--- src/rtl/imem_loader_pkg.sv ---
`default_nettype none
// ============================================================================
// Module      : imem_loader_pkg
// Description : Shared types and constants for the instruction-memory loader.
//               Holds the loader FSM state encoding, the instruction word
//               width and the default base address / address stride.
// Revision    : 1.0 - initial release
// ============================================================================
package imem_loader_pkg;

  localparam int          INSTR_W           = 32;
  localparam logic [31:0] DEFAULT_BASE_ADDR = 32'd4;
  localparam logic [31:0] DEFAULT_STRIDE    = 32'd4;

  typedef enum logic [2:0] {
    ST_IDLE  = 3'd0,
    ST_RECV  = 3'd1,
    ST_WRITE = 3'd2,
    ST_DONE  = 3'd3,
    ST_ERR   = 3'd4
  } state_t;

endpackage : imem_loader_pkg
`default_nettype wire

--- src/rtl/imem_loader_byte_packer.sv ---
`default_nettype none
// ============================================================================
// Module      : imem_loader_byte_packer
// Description : Assembles four big-endian bytes into one 32-bit instruction
//               word. Each accepted byte shifts in at the LSB end, so the
//               first byte of a word ends up in bits [31:24].
// Ports       : clk, reset     - clock / async active-high reset
//               clear          - restart byte counting for a new word
//               shift_en       - a byte is accepted this cycle
//               byte_data[7:0] - byte to shift in
//               word[31:0]     - assembled word (valid after 4 shifts)
//               last_byte      - high while the next accepted byte is the 4th
// Revision    : 1.0 - initial release
// ============================================================================
module imem_loader_byte_packer
  import imem_loader_pkg::*;
(
  input  logic               clk,
  input  logic               reset,
  input  logic               clear,
  input  logic               shift_en,
  input  logic [7:0]         byte_data,
  output logic [INSTR_W-1:0] word,
  output logic               last_byte
);

  logic [1:0] byte_cnt;

  always_ff @(posedge clk or posedge reset) begin
    if (reset) begin
      word     <= '0;
      byte_cnt <= 2'd0;
    end else if (clear) begin
      byte_cnt <= 2'd0;
    end else if (shift_en) begin
      word     <= {word[INSTR_W-9:0], byte_data};
      byte_cnt <= byte_cnt + 2'd1;
    end
  end

  assign last_byte = (byte_cnt == 2'd3);

endmodule : imem_loader_byte_packer
`default_nettype wire

--- src/rtl/imem_loader.sv ---
`default_nettype none
// ============================================================================
// Module      : imem_loader
// Description : Writer side of the instruction memory. Receives a program as
//               a byte stream over a valid/ready link, packs it into 32-bit
//               words and writes them at BASE_ADDR, BASE_ADDR+STRIDE, ...
//               The CPU is held (cpu_hold) for the whole load.
// Ports       : clk, reset            - clock / async active-high reset
//               start, num_words      - load request and word count
//               byte_data/valid/ready - incoming program byte stream
//               mem_we/addr/wdata     - instruction memory write port
//               busy, cpu_hold        - load in progress
//               done                  - one-cycle success pulse
//               overflow              - sticky out-of-range write error
// Revision    : 1.0 - initial release
// ============================================================================
module imem_loader
  import imem_loader_pkg::*;
#(
  parameter logic [31:0] BASE_ADDR   = DEFAULT_BASE_ADDR,
  parameter logic [31:0] STRIDE      = DEFAULT_STRIDE,
  parameter int          MEM_ENTRIES = 64,
  parameter int          CNT_W       = 8
) (
  input  logic               clk,
  input  logic               reset,
  input  logic               start,
  input  logic [CNT_W-1:0]   num_words,
  input  logic [7:0]         byte_data,
  input  logic               byte_valid,
  output logic               byte_ready,
  output logic               mem_we,
  output logic [31:0]        mem_addr,
  output logic [INSTR_W-1:0] mem_wdata,
  output logic               busy,
  output logic               done,
  output logic               overflow,
  output logic               cpu_hold
);

  // Highest byte address that still lands inside the memory array.
  localparam logic [31:0] ADDR_LIMIT = 32'(MEM_ENTRIES) - STRIDE;

  state_t               state, state_next;
  logic [31:0]          addr;
  logic [CNT_W-1:0]     word_cnt;
  logic [CNT_W-1:0]     num_words_q;
  logic [31:0]          last_addr;
  logic [INSTR_W-1:0]   last_wdata;
  logic [INSTR_W-1:0]   packed_word;
  logic                 last_byte;
  logic                 pack_clear;
  logic                 in_range;
  logic                 last_word;

  assign in_range  = (addr <= ADDR_LIMIT);
  assign last_word = ((word_cnt + CNT_W'(1)) == num_words_q);

  imem_loader_byte_packer u_packer (
    .clk       (clk),
    .reset     (reset),
    .clear     (pack_clear),
    .shift_en  (byte_ready & byte_valid),
    .byte_data (byte_data),
    .word      (packed_word),
    .last_byte (last_byte)
  );

  always_ff @(posedge clk or posedge reset) begin
    if (reset) begin
      state <= ST_IDLE;
    end else begin
      state <= state_next;
    end
  end

  always_comb begin
    state_next = state;
    byte_ready = 1'b0;
    mem_we     = 1'b0;
    pack_clear = 1'b0;
    case (state)
      ST_IDLE: begin
        if (start) begin
          pack_clear = 1'b1;
          state_next = (num_words == '0) ? ST_DONE : ST_RECV;
        end
      end
      ST_RECV: begin
        byte_ready = 1'b1;
        if (byte_valid && last_byte) begin
          state_next = ST_WRITE;
        end
      end
      ST_WRITE: begin
        if (!in_range) begin
          state_next = ST_ERR;
        end else begin
          mem_we = 1'b1;
          if (last_word) begin
            state_next = ST_DONE;
          end else begin
            pack_clear = 1'b1;
            state_next = ST_RECV;
          end
        end
      end
      ST_DONE: state_next = ST_IDLE;
      ST_ERR:  state_next = ST_IDLE;
      default: state_next = ST_IDLE;
    endcase
  end

  // Address/count bookkeeping. The last written address and data are kept
  // so the memory port shows stable values between write strobes.
  always_ff @(posedge clk or posedge reset) begin
    if (reset) begin
      addr        <= '0;
      word_cnt    <= '0;
      num_words_q <= '0;
      overflow    <= 1'b0;
      last_addr   <= '0;
      last_wdata  <= '0;
    end else begin
      case (state)
        ST_IDLE: begin
          if (start) begin
            num_words_q <= num_words;
            addr        <= BASE_ADDR;
            word_cnt    <= '0;
            overflow    <= 1'b0;
          end
        end
        ST_WRITE: begin
          if (in_range) begin
            last_addr  <= addr;
            last_wdata <= packed_word;
            word_cnt   <= word_cnt + CNT_W'(1);
            if (!last_word) begin
              addr <= addr + STRIDE;
            end
          end
        end
        ST_ERR: overflow <= 1'b1;
        default: ;
      endcase
    end
  end

  // The write cycle presents the live address/word; otherwise the held copy.
  assign mem_addr  = mem_we ? addr : last_addr;
  assign mem_wdata = mem_we ? packed_word : last_wdata;
  assign busy      = (state != ST_IDLE);
  assign cpu_hold  = busy;
  assign done      = (state == ST_DONE);

endmodule : imem_loader
`default_nettype wire

--- config.mk ---
export PLATFORM = sky130hd
export DESIGN_NAME = imem_loader
export DESIGN_NICKNAME = d
export VERILOG_FILES = /design/src/rtl/imem_loader_pkg.sv /design/src/rtl/imem_loader_byte_packer.sv /design/src/rtl/imem_loader.sv
export SDC_FILE = /design/constraint.sdc
export NUM_CORES = 1
export LEC_CHECK = 0
export ABC_AREA = 1
export CAP_MARGIN = 10
export CORE_MARGIN = 2
export CORE_UTILIZATION = 45
export DETAILED_ROUTE_END_ITERATION = 10
export PLACE_DENSITY = 0.68
export RECOVER_POWER = 25
export SYNTH_ARGS = -nofsm -noshare
export SYNTH_HDL_FRONTEND = slang
export SYNTH_HIERARCHICAL = 1
export SYNTH_SLANG_ARGS = --single-unit
export TNS_END_PERCENT = 1
--- constraint.sdc ---
create_clock -name clk -period 7 [get_ports clk]
set_input_delay 2.1 -clock clk [delete_from_list [all_inputs] [get_ports clk]]
set_output_delay 2.1 -clock clk [all_outputs]
set_load 0.005 [all_outputs]
==> results of run 1 <==
report_power, final:
group          switching (uW)  internal (uW)  total (uW)  leakage [uW]
registers                 127           1050        1170       0.00196
clock network             337            624         961      0.000304
logic                     550            380         930       0.00152
total                    1010           2050        3070       0.00378
state kept, by name (all words and copies together), names as in the netlist:
register,count
addr,30
u_packer/byte_cnt,2
last_wdata,32
last_addr,30
state,3
word_cnt,8
u_packer/word,32
num_words_q,8
overflow,1
Yosys cell counts (2+ instances only):
cell | count | area, um2
nand2_1 | 225 | 845
dfrtp_1 | 146 | 3650
inv_1 | 74 | 278
nand3_1 | 58 | 290
nor2_1 | 49 | 184
nor2_4 | 24 | 270
nand2_2 | 14 | 87.6
o21ai_0 | 9 | 45.0
buf_4 | 7 | 52.6
clkbuf_1 | 6 | 22.5
buf_6 | 5 | 56.3
nand4_1 | 5 | 31.3
buf_2 | 4 | 20.0
ha_1 | 4 | 50.1
nand3_2 | 4 | 40.0
buf_1 | 3 | 11.3
buf_12 | 3 | 60.1
inv_2 | 3 | 11.3
nand2_8 | 3 | 60.1
nor3_1 | 3 | 15.0
o22ai_1 | 3 | 18.8
xor2_1 | 3 | 26.3
nand3b_1 | 2 | 15.0
nor2_2 | 2 | 12.5
nor4_1 | 2 | 12.5
xnor2_1 | 2 | 17.5
cell families (layout without fill, tap and decap cells):
family,after synthesis,count (layout),share of synthesized area [%]
DFF,146,146,58.2
xor gates and xnor gates,5,5,0.698
AOI/OAI and AO/OA,17,17,1.55
other,1,2,0.0598
buffers and inverters,107,201,8.43
and+or+nand+nor,394,394,30.2
adders and majority gates,4,4,0.797
tightest hold or removal path, cell delays in order, from the launching register on:
cell and delay (ps):
dfrtp_1 320, nand2_1 50, nand2_1 60
per-layer routing:
layer / routed length (um) / global-route usage, % / part of all wire (%)
met1: 5800 / 24.6 / 45
met2: 6300 / 29.9 / 48
met3: 715 / 5.15 / 5.5
met4: 211 / 7.04 / 1.6
met5: 0 / 0 / 0
metrics by stage:
step	cells	setup WS, ps
floorplan	675	1940
global placement	918	2070
finish	949	1250
global route	949	977
CTS	949	1510
detailed placement	918	1960
how the worst max path moves through the flow:
| stage | to | cells after the start |
|---|---|---|
| 6_report | mem_wdata[28] | 10 |
| 5_1_grt | mem_wdata[8] | 10 |
| 4_1_cts | mem_addr[4] | 10 |
| 3_3_place_gp | mem_addr[2] | 10 |
| 3_5_place_dp | mem_wdata[31] | 10 |
| 2_1_floorplan | addr[10] | 1 |
layout make-up:
type,instances,area [um2]
fillers,1216,5960
clock buffers,23,478
well taps,180,225
repair buffers,91,897
inverters,79,309
flip-flops and latches,146,3650
multi-input cells,422,2100
clock inverters,8,150
==> summary.txt, run 1 <==
Status
  • Status: finished, violations left
  • Failing checks: capacitance limit, slew limit

Setup path
  • Arr. time, crit path: 3650 ps
  • Crit end category: output port
  • Top Family by Delay on Critical Path: simple AND/OR/NAND/NOR gates
  • Reg2reg end: u_packer/word[6]
  • Worst reg2reg path depth: 14
  • Crit-path max cell delay: 760 ps
  • Worst Path Buf+Inv: 2
  • Reg2reg setup slack: 3100 ps
  • WS Path Type: register to output port
  • CP Max Fanout: 40
  • Critical path required time: 4900 ps
  • CP startpoint kind: register
  • R2r startpoint: addr[2]
  • Worst setup path startpoint: addr[2]
  • Critical Path, Cell by Cell: ha_1 > nand3_1 > nor2_1 > nor3_1 > nand3_1 > nor2_4 > inv_1 > nand2_1 > nand2_1 > clkdlybuf4s50_1
  • CP max-delay cell: inv_1

Clock network
  • Clock transition at path regs: 60 ps
  • CTS Buf Count: 17
  • Hold_buf cts: 0
  • Post-CTS Resized: 0
  • Clock latency on the worst-skew pair: 420 ps
  • Clock Tree Root: clkbuf_16
  • Clk sinks: 146
  • H-tree depth: 4
  • CTS tree: yes
  • Deepest clock path buffer count: 2
  • Post-CTS Setup Bufs: 0

Timing
  • Tightest Pin Transition: 1810 ps
  • Fin Setup TNS: 0 ps
  • Clock skew: 4.71 ps
  • Final critical-path share of the clock period: 82.1%
  • Tmin final: 5750 ps
  • Fin. max-slew vios: 35
  • Setup Viol. Count Final: 0
  • RSZ-0062 raised after global routing: false
  • Peak Freq: 174 MHz
  • Hold Fails Final Rpt: 0
  • Max-slew headroom: -20.4%
  • WHS: 464 ps

Global routing
  • First-pass GRT wire length: 21.7 mm
  • Largest net degree at the start of global routing: 75
  • Tot GR Track Use: 18.8%
  • Vias in the first global route: 4560
  • Grt total ovfl: 0
  • Initial antenna violation count: 0

Synthesis
  • Mapped Area: 6280 um2
  • Sequential share of the synthesized area: 58.2%
  • Async SR Flop Fraction: 100%
  • Post-Syn Instances: 674
  • Post-synth EDFFs: 0
  • Ys flop type: dfrtp_1
  • Seq cells post-synth: 146
  • Ys Warns: 6
  • Library cells used by synthesis: 37
  • Mean Syn Cell Area: 9.31 um2

Place
  • Placer Congestion: 0.814
  • Detailed placer's ending HPWL: 8.71 mm
  • Placed cell area: 7190 um2
  • I/O Buffers: 87

Power and ir drop
  • Overall Power: 3070 uW
  • Power per standard cell area: 392 nW/um2
  • Leak: 0.00378 uW
  • Peak supply drop: 0.247 mV

Floorplanning
  • Placeable Area: 13800 um2
  • Die H: 122 um
  • DIE AREA: 14900 um2
  • Rows: 43
  • Die X: 122 um
  • Initial Util: 45.6%
  • I/O pins: 90

Drt
  • WL per Instance: 13.7 um
  • Remaining antenna violation count after routing: 0
  • Vias: 4576
  • Drt via density: 4.82
  • Residual DRC: 0
  • Drt total wl: 13.0 mm
  • DR iter-0 viols: 250
  • Drt pass-1 iters: 4

Hold path
  • Hold_sp: last_wdata[9]
  • Hold-critical path depth: 2
  • HP Class: register to register
  • Hold Path End: last_wdata[9]

Finish
  • Final Cell Area: 7810 um2
  • Core Util, Final: 56.7%
  • Syn-to-layout area delta: 24.4%
  • Most common cell after layout, fill and taps aside: nand2_1
  • Final #Nets: 781
  • Inserted Diodes: 0
  • Share of cells above drive strength 1: 11.1%
  • Leading cell types in the layout, fill and taps excluded: nand2_1 (225), dfrtp_1 (146), clkdlybuf4s50_1 (86), inv_1 (74), nand3_1 (58)

Flow run
  • Maxcap violations: 1
Power figures use the tool's default switching activity.
==> inputs of run 2 (changes only) <==
--- a/config.mk
+++ b/config.mk
@@ -10,7 +10,7 @@
 export CORE_MARGIN = 2
 export CORE_UTILIZATION = 45
 export DETAILED_ROUTE_END_ITERATION = 10
-export PLACE_DENSITY = 0.68
+export PLACE_DENSITY = 0.71
 export RECOVER_POWER = 25
 export SYNTH_ARGS = -nofsm -noshare
 export SYNTH_HDL_FRONTEND = slang
==> constraint.sdc (replaced) <==
create_clock -name clk -period 4.7 [get_ports clk]
set_input_delay 1.41 -clock clk [delete_from_list [all_inputs] [get_ports clk]]
set_output_delay 1.41 -clock clk [all_outputs]
set_load 0.005 [all_outputs]
==> run 2 against run 1 <==
Compared with the run above:
- the flow still finishes with violations (capacitance limit, slew limit)
- power rose by 49%
- worst hold slack better by 4.8 ps
- sequential cell count did not move
- register-to-register slack got worse by 1600 ps
- core utilization rose by 0.24 points
- final cell count rose by 0.32%
- sequential share of layout area shrank 0.19 points
- global-route usage fell by 0.20 points
- combinational power increased by 48%
- worst setup slack got worse by 920 ps
- largest cell class unchanged
==> summary.txt, run 2 (synthesis results as in run 1) <==
Drt
  • Drt via density: 4.81
  • Drt pass-1 iters: 5
  • WL per Instance: 13.2 um
  • Drt total wl: 12.6 mm
  • DR iter-0 viols: 392
  • Vias: 4576
  • Residual DRC: 0
  • Remaining antenna violation count after routing: 0

Setup path
  • Critical Path, Cell by Cell: ha_1 > nand3_1 > nor2_1 > nor3_1 > nand3_1 > nor2_4 > inv_2 > nand2_1 > nand2_1 > clkdlybuf4s50_1
  • Arr. time, crit path: 2960 ps
  • Critical path required time: 3290 ps
  • Worst Path Buf+Inv: 2
  • CP max-delay cell: inv_2
  • WS Path Type: register to output port
  • CP startpoint kind: register
  • Top Family by Delay on Critical Path: buffers and inverters
  • CP Max Fanout: 40
  • Crit end category: output port
  • Crit-path max cell delay: 560 ps

Power and ir drop
  • Peak supply drop: 0.364 mV
  • Gate power share: 30.2%
  • Clock power share: 31.7%
  • Overall Power: 4580 uW
  • Power per standard cell area: 584 nW/um2
  • Leak: 0.00380 uW
  • Sw Share: 32.4%
  • Pint: 3090 uW
  • Sw power: 1480 uW
  • Sequential power share: 38.1%

Place
  • Placer Congestion: 0.817
  • Detailed placer's ending HPWL: 8.45 mm
  • I/O Buffers: 87

Floorplanning
  • I/O pins: 90
  • Die H: 122 um
  • Die X: 122 um
  • Rows: 43
  • Initial Util: 45.6%
  • Placeable Area: 13800 um2
  • DIE AREA: 14900 um2

Timing
  • Hold Fails Final Rpt: 0
  • Setup Viol. Count Final: 0
  • Final critical-path share of the clock period: 93.0%
  • Max-slew headroom: -22.3%
  • Tightest Pin Transition: 1830 ps
  • Fin. max-slew vios: 35
  • RSZ-0062 raised after global routing: false
  • Peak Freq: 229 MHz
  • Tmin final: 4370 ps
  • Clock skew: 7.20 ps
  • Fin Setup TNS: 0 ps

Global routing
  • Vias in the first global route: 4647
  • Initial antenna violation count: 0
  • Tot GR Track Use: 18.5%
  • Grt total ovfl: 0
  • First-pass GRT wire length: 21.7 mm
  • Largest net degree at the start of global routing: 81

Finish
  • Share of cells above drive strength 1: 11.5%
  • Leading cell types in the layout, fill and taps excluded: nand2_1 (225), dfrtp_1 (146), clkdlybuf4s50_1 (85), inv_1 (73), nand3_1 (58)
  • Inserted Diodes: 0
  • Most common cell after layout, fill and taps aside: nand2_1
  • Largest registers: last_wdata: 32 flops, u_packer/word: 32 flops
  • Final #Nets: 784
  • Syn-to-layout area delta: 25.0%

Clock network
  • CTS Buf Count: 17
  • CTS tree: yes
  • Clock latency on the worst-skew pair: 410 ps
  • H-tree depth: 4
  • Deepest clock path buffer count: 2
  • Clk sinks: 146
  • Post-CTS Resized: 0
  • Clock Tree Root: clkbuf_16
  • Clock transition at path regs: 60 ps
  • Hold_buf cts: 0
  • Post-CTS Setup Bufs: 0

Hold path
  • HP Class: register to register

Status
  • Status: finished, violations left
  • Failing checks: capacitance limit, slew limit

Flow run
  • Maxcap violations: 1
==> run 2: through the flow <==
stage | worst slack [ps] | utilization, % | cells | area (um2) | hold slack, ps
2_1_floorplan | 331 | - | 675 | 6280 | 442
3_3_place_gp | 890 | 52.3 | 921 | 7210 | 450
3_5_place_dp | 834 | 52.3 | 921 | 7210 | 458
4_1_cts | 321 | 57.0 | 952 | 7850 | 472
5_1_grt | 76.9 | 56.9 | 952 | 7840 | 497
6_report | 329 | 56.9 | 952 | 7840 | 469
==> run 2: power by group through the flow <==
stage               clock network [uW]  logic [uW]  registers [uW]
floorplan                            0         970            1710
global placement                     0        1360            1750
detailed placement                   0        1390            1760
CTS                               1480        1400            1750
global route                      1550        1550            1780
finish                            1450        1380            1740
==> run 2: final timing paths <==
| kind | start | to | slack, ps | depth (start not counted) |
|---|---|---|---|---|
| worst max-delay path | addr[2] | mem_wdata[1] | 330 | 10 |
| worst min-delay path | last_wdata[18] | last_wdata[18] | 470 | 2 |
| worst max register to register | addr[2] | u_packer/word[6] | 1470 | 14 |
| worst min register to register | last_wdata[18] | last_wdata[18] | 470 | 2 |
| max in group asynchronous | reset | u_packer/word[11] | 1450 | 3 |
| min in group asynchronous | reset | last_wdata[26] | 1710 | 2 |
==> run 2: per-layer routing <==
metal | vias up | GRT usage, % | share of wire (%)
li1 | 2231 | - | -
met1 | 2215 | 24.5 | 45
met2 | 116 | 29.4 | 49
met3 | 14 | 5.01 | 4.4
met4 | 0 | 6.90 | 1.6
met5 | - | 0 | 0
==> run 2: worst min-delay path, stage by stage (launching register included) <==
cell and delay (ps):
dfrtp_1 320, nand2_1 50, nand2_1 60
==> run 2: area by class of cell <==
| type | count | area [um2] |
|---|---|---|
| fillers | 1205 | 5930 |
| flip-flops and latches | 146 | 3650 |
| multi-input cells | 422 | 2100 |
| repair buffers | 94 | 916 |
| clock buffers | 21 | 460 |
| inverters | 79 | 309 |
| well taps | 180 | 225 |
| clock inverters | 10 | 181 |
==> inputs of run 3 (changes only) <==
--- a/config.mk
+++ b/config.mk
@@ -10,6 +10,7 @@
 export CORE_MARGIN = 2
 export CORE_UTILIZATION = 45
 export DETAILED_ROUTE_END_ITERATION = 10
+export MAX_ROUTING_LAYER = met4
 export PLACE_DENSITY = 0.71
 export RECOVER_POWER = 25
 export SYNTH_ARGS = -nofsm -noshare
==> run 3 against run 2 <==
Compared with the run above:
- the flow still finishes with violations (capacitance limit, slew limit)
- critical endpoint is now mem_wdata[11]
- critical path type unchanged
- clock skew hardly changed
- final area unchanged
- sequential power is essentially flat
- power about the same
- worst hold slack worse by 1.5 ps
- critical path depth is the same
==> summary.txt, run 3 (synthesis results as in run 1) <==
Status
  • Status: finished, violations left
  • Failing checks: capacitance limit, slew limit

Power and ir drop
  • Sequential power share: 38.1%
  • Leak: 0.00380 uW
  • Sw Share: 32.3%
  • Power per standard cell area: 583 nW/um2
  • Peak supply drop: 0.365 mV
  • Sw power: 1480 uW
  • Gate power share: 30.2%
  • Pint: 3100 uW
  • Clock power share: 31.7%

Clock network
  • Clock Tree Root: clkbuf_16
  • H-tree depth: 4
  • Clk sinks: 146
  • Deepest clock path buffer count: 2
  • Post-CTS Setup Bufs: 0
  • Clock transition at path regs: 60 ps
  • Post-CTS Resized: 0
  • CTS Buf Count: 17
  • Clock latency on the worst-skew pair: 410 ps
  • Hold_buf cts: 0
  • CTS tree: yes

Timing
  • Clock skew: 6.86 ps
  • Fin Setup TNS: 0 ps
  • Fin. max-slew vios: 35
  • RSZ-0062 raised after global routing: false
  • WHS: 467 ps
  • Final critical-path share of the clock period: 92.7%
  • Setup Viol. Count Final: 0
  • Final worst slack: 341 ps
  • Tightest Pin Transition: 1820 ps
  • Peak Freq: 229 MHz
  • Hold Fails Final Rpt: 0
  • Max-slew headroom: -21.7%
  • Tmin final: 4360 ps

Drt
  • Drt via density: 4.77
  • DR iter-0 viols: 362
  • Remaining antenna violation count after routing: 0
  • Drt pass-1 iters: 5
  • WL per Instance: 13.2 um
  • Drt total wl: 12.6 mm
  • Residual DRC: 0
  • Vias: 4545

Finish
  • Largest registers: last_wdata: 32 flops, u_packer/word: 32 flops
  • Final #Nets: 784
  • Syn-to-layout area delta: 25.0%
  • Fill cell count: 1205
  • Leading cell types in the layout, fill and taps excluded: nand2_1 (225), dfrtp_1 (146), clkdlybuf4s50_1 (85), inv_1 (73), nand3_1 (58)
  • Inserted Diodes: 0
  • Share of cells above drive strength 1: 11.5%
  • Most common cell after layout, fill and taps aside: nand2_1

Setup path
  • Reg2reg setup slack: 1480 ps
  • WS Path Type: register to output port
  • Crit end category: output port
  • Arr. time, crit path: 2950 ps
  • R2r startpoint: addr[2]
  • Worst reg2reg path depth: 14
  • CP Max Fanout: 40
  • CP startpoint kind: register
  • Critical path required time: 3290 ps
  • Reg2reg end: u_packer/word[6]

Floorplanning
  • Rows: 43
  • Initial Util: 45.6%
  • Die H: 122 um
  • DIE AREA: 14900 um2
  • Placeable Area: 13800 um2
  • I/O pins: 90
  • Die X: 122 um

Global routing
  • Vias in the first global route: 4645
  • Grt total ovfl: 0
  • Largest net degree at the start of global routing: 81
  • First-pass GRT wire length: 21.8 mm
  • Initial antenna violation count: 0
  • Tot GR Track Use: 19.1%

Hold path
  • Hold Path End: last_wdata[18]
  • Hold_sp: last_wdata[18]
  • HP Class: register to register
  • Hold-critical path depth: 2

Place
  • Detailed placer's ending HPWL: 8.45 mm
  • Placer Congestion: 0.829
  • Dpl ws: 834 ps
  • I/O Buffers: 87

Flow run
  • Maxcap violations: 1
-- run 3: cell counts in the layout (fill, tap and decap cells not counted) --
No cell type changed its count.
-- run 3: worst max path at each step --
stage | end | cells after the start | slack, ps | from
after floorplan | addr[10] | 1 | 330 | reset
after global placement | mem_addr[2] | 10 | 890 | addr[2]
after detailed placement | mem_addr[3] | 10 | 830 | addr[2]
after CTS | mem_wdata[1] | 10 | 320 | addr[2]
after global routing | mem_wdata[30] | 10 | 80 | addr[2]
final | mem_wdata[11] | 10 | 340 | addr[2]
-- run 3: per-layer routing --
metal  part of all wire (%)  GRT usage, %
met4                    1.4          6.90
met3                    4.7          5.01
met5                      0             -
met2                     50          29.4
met1                     44          24.6
-- run 3: through the flow --
step | power (uW) | utilization, % | area (um2) | cells
after CTS | 4630 | 57.0 | 7850 | 952
after global placement | 3110 | 52.3 | 7210 | 921
final | 4570 | 56.9 | 7840 | 952
after detailed placement | 3150 | 52.3 | 7210 | 921
after floorplan | 2680 | - | 6280 | 675
after global routing | 4890 | 56.9 | 7840 | 952
-- run 3: area by class of cell --
class                      count  area [um2]  area share, %
clock inverter                10         181           2.31
inverter                      79         309           3.94
timing repair buffer          94         916           11.7
multi-input combinational    422        2100           26.7
tap                          180         225           2.87
clock buffer                  21         460           5.87
sequential                   146        3650           46.6
-- run 3: power by group through the flow --
| stage | clock (uW) | combinational, uW | sequential [uW] |
|---|---|---|---|
| after global placement | 0 | 1360 | 1750 |
| after floorplan | 0 | 970 | 1710 |
| after global routing | 1550 | 1560 | 1780 |
| after CTS | 1480 | 1400 | 1750 |
| after detailed placement | 0 | 1390 | 1760 |
| final | 1450 | 1380 | 1740 |
-- run 3: worst max-delay path, cell delays in order (launching register included) --
cell	delay [ps]
dfrtp_1	450
ha_1	240
nand3_1	120
nor2_1	140
nor3_1	70
nand3_1	140
nor2_4	60
inv_2	560
nand2_1	110
nand2_1	130
clkdlybuf4s50_1	520
